## src/rtl/mar_mem_port.sv

```systemverilog
// Memory address register with a single-outstanding req/ack memory port.
// Address loads/increments in IDLE; ACCESS freezes the port until ack or timeout.
module mar_mem_port #(
  parameter int unsigned AW       = 4,
  parameter int unsigned DW       = 8,
  parameter int unsigned TIMEOUT  = 15,
  parameter int unsigned AUTO_INC = 0
) (
  input  logic          clk,
  input  logic          rst_n,
  input  logic          IMR,
  input  logic          INC,
  input  logic [AW-1:0] addr,
  input  logic          rd,
  input  logic          wr,
  input  logic [DW-1:0] wdata,
  output logic [AW-1:0] ABUS,
  output logic          mem_req,
  output logic          mem_we,
  output logic [DW-1:0] mem_wdata,
  input  logic [DW-1:0] mem_rdata,
  input  logic          mem_ack,
  output logic [DW-1:0] rdata,
  output logic          busy,
  output logic          done,
  output logic          err,
  input  logic          err_clr
);

  localparam int unsigned CW = $clog2(TIMEOUT + 1);
  localparam logic [CW-1:0] TO_LAST = CW'(TIMEOUT - 1);

  typedef enum logic {IDLE, ACCESS} state_t;

  state_t        state;
  logic [CW-1:0] cnt;

  always_ff @(posedge clk or negedge rst_n) begin
    if (!rst_n) begin
      state     <= IDLE;
      ABUS      <= '0;
      mem_req   <= 1'b0;
      mem_we    <= 1'b0;
      mem_wdata <= '0;
      rdata     <= '0;
      busy      <= 1'b0;
      done      <= 1'b0;
      err       <= 1'b0;
      cnt       <= '0;
    end else begin
      done <= 1'b0;
      // A timeout later in this block overrides the clear, so set wins.
      if (err_clr) err <= 1'b0;

      case (state)
        IDLE: begin
          if (!IMR)     ABUS <= addr;
          else if (INC) ABUS <= ABUS + 1'b1;

          if (rd || wr) begin
            state   <= ACCESS;
            mem_req <= 1'b1;
            busy    <= 1'b1;
            mem_we  <= wr & ~rd;
            cnt     <= '0;
            if (wr && !rd) mem_wdata <= wdata;
          end
        end

        ACCESS: begin
          if (mem_ack) begin
            if (!mem_we) rdata <= mem_rdata;
            mem_req <= 1'b0;
            busy    <= 1'b0;
            done    <= 1'b1;
            state   <= IDLE;
            if (AUTO_INC != 0) ABUS <= ABUS + 1'b1;
          end else begin
            cnt <= cnt + 1'b1;
            if (cnt == TO_LAST) begin
              mem_req <= 1'b0;
              busy    <= 1'b0;
              err     <= 1'b1;
              state   <= IDLE;
            end
          end
        end

        default: state <= IDLE;
      endcase
    end
  end

endmodule

```

## config.mk

```make
export PLATFORM = sky130hd
export DESIGN_NAME = mar_mem_port
export DESIGN_NICKNAME = d
export VERILOG_FILES = /design/src/rtl/mar_mem_port.sv
export SDC_FILE = /design/constraint.sdc
export NUM_CORES = 1
export LEC_CHECK = 0
export BUFFER_PORTS_ARGS = -buffer_cell sky130_fd_sc_hd__buf_4
export CAP_MARGIN = 20
export CORE_ASPECT_RATIO = 2
export CORE_MARGIN = 2
export CORE_UTILIZATION = 25
export DETAILED_ROUTE_END_ITERATION = 8
export SETUP_SLACK_MARGIN = 0.5
export SKIP_CTS_REPAIR_TIMING = 1
export SYNTH_ARGS = -nofsm -noshare
export SYNTH_HDL_FRONTEND = slang
export SYNTH_SLANG_ARGS = --single-unit
```

## constraint.sdc

```tcl
create_clock -name clk -period 1.8 [get_ports clk]
set_input_delay 0.27 -clock clk [delete_from_list [all_inputs] [get_ports clk]]
set_output_delay 0.27 -clock clk [all_outputs]
set_load 0.01 [all_outputs]
```

==> run_results.csv <==
group,metric,value,unit
sta,fmax,771,MHz
critical_path,critPathArrivalTime,1.45,ns
global_routing,grt_pass1_wl,4.73,mm
global_routing,grt_util_all_layers,11.1,%
sta,tns,0,ns
synth,synth_nets,131,
critical_path,crit_required,1.96,ns
critical_path,crit_buf_inv,1,
cells_and_area,final_nets,189,
job,drv_cap,0,
synth,postSynthAreaPerCell,13.0,um^2
placed_design,dp_hpwl,2.23,mm
clock_tree,cts_made_buffers,5,
floorplan,die_w,55.0,um
cells_and_area,syn2layout_area_growth,43.8,%
critical_path,critPathMaxFanout,8,
cells_and_area,layout_common_cells,"buf_4 (53), dfrtp_1 (28), o21ai_0 (8), mux2_2 (8), mux2_4 (8)",
routing,drt_first_pass_iters,4,
floorplan,io_pins,53,
floorplan,dieArea,5830,um^2
sta,max_slew_margin,70.8,%
power,leakage,0.899,nW
critical_path,crit_chain,"nor3b_4 -> buf_6 -> mux2_2",
clock_tree,cts_tree,"done",
floorplan,die_y,106,um
clock_tree,clk_pin_slew,0.06,ns
power,power,2.67,mW
routing,drc,0,
synth,synth_edf_count,0,
power,p_sw,0.859,mW
synth,synth_area,1300,um^2
sta,fin_crit_sh,72.0,%
sta,worstMarginPinSlew,0.436,ns
clock_tree,cts.sinks,29,
synth,ys.warnings.count,0,
power,pwr-share-comb,39.2,%
routing,ant_nets,0,
sta,rsz0062_at_grt,"true",
critical_path,worstSetupEndpointType,"flip-flop",
sta,slew_viol_final,0,
routing,routed_wl,2.96,mm
run_status,status,"finished clean",
synth,postSynth.asyncResetShare,100,%
global_routing,grt_pass1_vias,987,
power,switching_share,32.2,%
power,intPower,1.81,mW
synth,synth-seq-area-share,55.8,%
placed_design,gp_congestion,0.741,
routing,via_count,971,
critical_path,crit_slowest_cell,"dfrtp_2",
cells_and_area,diodes,0,
global_routing,grt_overflow_total,0,
sta,fin_skew,0.00451,ns
power,p_seq_share,41.4,%
cells_and_area,layout_commonest_cell,"buf_4",
synth,ys.flop_type,"dfrtp_1",
placed_design,port_buffers,52,
power,clkPwrFrac,19.4,%
placed_design,pre_cts_ws,0.301,ns
critical_path,path_delay_family,"flip-flops",
floorplan,rows,37,
power,powerDensity,1420,nW/um^2
cells_and_area,drive_gt1_share,53.5,%
critical_path,worstSetupPathType,"flip-flop to flip-flop",
critical_path,max_stage_delay,0.48,ns
sta,finalWorstSetupSlack,0.503,ns
clock_tree,clock_path_buffers,2,
sta,period_needed,1.30,ns
synth,synthDistinctLibCells,30,
power,ir_drop,0.000729,V
clock_tree,cts-root-buf,"clkbuf_8",
routing,post_drt_wl_per_cell,13.6,um
global_routing,antenna_found_initial,0,
routing,drt_iter0_drc,18,
sta,setup_violations,0,
global_routing,grt_max_degree,30,
sta,hold_violations,0,
routing,viasPerCell,4.47,
critical_path,worstSetupStartpointType,"flip-flop",
min_path,hold_path_class,"primary input to flip-flop",
clock_tree,htree_levels,2,
floorplan,core_area,5090,um^2
synth,synthCells,100,
floorplan,initial_core_util,25.6,%
clock_tree,clk_latency,0.27,ns
synth,yosys_register_bits,29,
## final timing paths
| kind | start | to | slack (ns) | cells past startpoint |
|---|---|---|---|---|
| hold reg to reg | mem_wdata[2]$_DFFE_PN0P_ | mem_wdata[2]$_DFFE_PN0P_ | 0.51 | 1 |
| setup / recovery | state$_DFF_PN0_ | mem_wdata[7]$_DFFE_PN0P_ | 0.50 | 3 |
| hold / removal | err_clr | err$_DFF_PN0_ | 0.18 | 2 |
| min in group asynchronous | rst_n | rdata[1]$_DFFE_PN0P_ | 0.46 | 2 |
| max in group asynchronous | rst_n | state$_DFF_PN0_ | 1.04 | 2 |
| setup reg to reg | state$_DFF_PN0_ | mem_wdata[7]$_DFFE_PN0P_ | 0.50 | 3 |
## layout make-up
cell class | count | area [um^2]
sequential | 29 | 727
timing repair buffer | 56 | 439
clock buffer | 5 | 68.8
tap | 58 | 72.6
inverter | 3 | 11.3
multi-input combinational | 63 | 536
fill | 537 | 3220
clock inverter | 3 | 17.5
## power groups by stage
stage | combinational [mW] | clock, mW | sequential [mW]
floorplan | 0.446 | 0 | 1.18
CTS | 1.01 | 0.541 | 1.11
global placement | 0.990 | 0 | 1.11
global route | 1.15 | 0.569 | 1.15
finish | 1.04 | 0.517 | 1.10
detailed placement | 1.01 | 0 | 1.11
## synth_stat cells, types with 2 or more instances
master,count,area (um^2)
ha_1,3,37.5
o22ai_1,2,12.5
mux2_2,8,90.1
nor2b_1,2,12.5
nand3_1,8,40.0
o21ai_0,8,40.0
inv_1,3,11.3
nand2_1,3,11.3
buf_6,2,22.5
clkbuf_1,2,7.51
a21oi_1,3,15.0
o21bai_1,2,15.0
a31oi_1,2,12.5
mux2_4,8,120
dfrtp_1,29,726
## logic make-up (layout without fill, tap and decap cells)
group	Yosys count	count (layout)	share of synthesized area [%]
adder cells (fa/ha/maj)	3	3	2.88
flip-flops	29	29	55.8
AND/OR/NAND/NOR	22	22	11.2
buffers and inverters	8	67	3.75
multiplexers	16	16	16.2
AO/OA/AOI/OAI	22	22	10.3
## flip-flops by register name, summed over array words and instances (netlist names)
register,cells
rdata,8
state,1
done,1
ABUS,4
mem_we,1
mem_wdata,8
busy,1
cnt,4
err,1
## per-layer routing
| layer | vias to the layer above | track usage, % | share of wire [%] |
|---|---|---|---|
| met2 | 34 | 18.2 | 54 |
| met1 | 463 | 12.9 | 39 |
| met5 | - | 0 | 0 |
| met4 | 0 | 4.70 | 0.85 |
| li1 | 472 | - | - |
| met3 | 2 | 3.23 | 6.0 |
## through the flow
stage          hold WS [ns]  area, um^2  cells  utilization [%]
2_1_floorplan       -0.0256        1300    100                -
3_3_place_gp          0.221        1730    205             33.9
3_5_place_dp          0.223        1730    205             33.9
4_1_cts             -0.0759        1810    213             35.6
5_1_grt               0.171        1870    217             36.8
6_report              0.178        1870    217             36.8
Power figures use the tool's default switching activity.
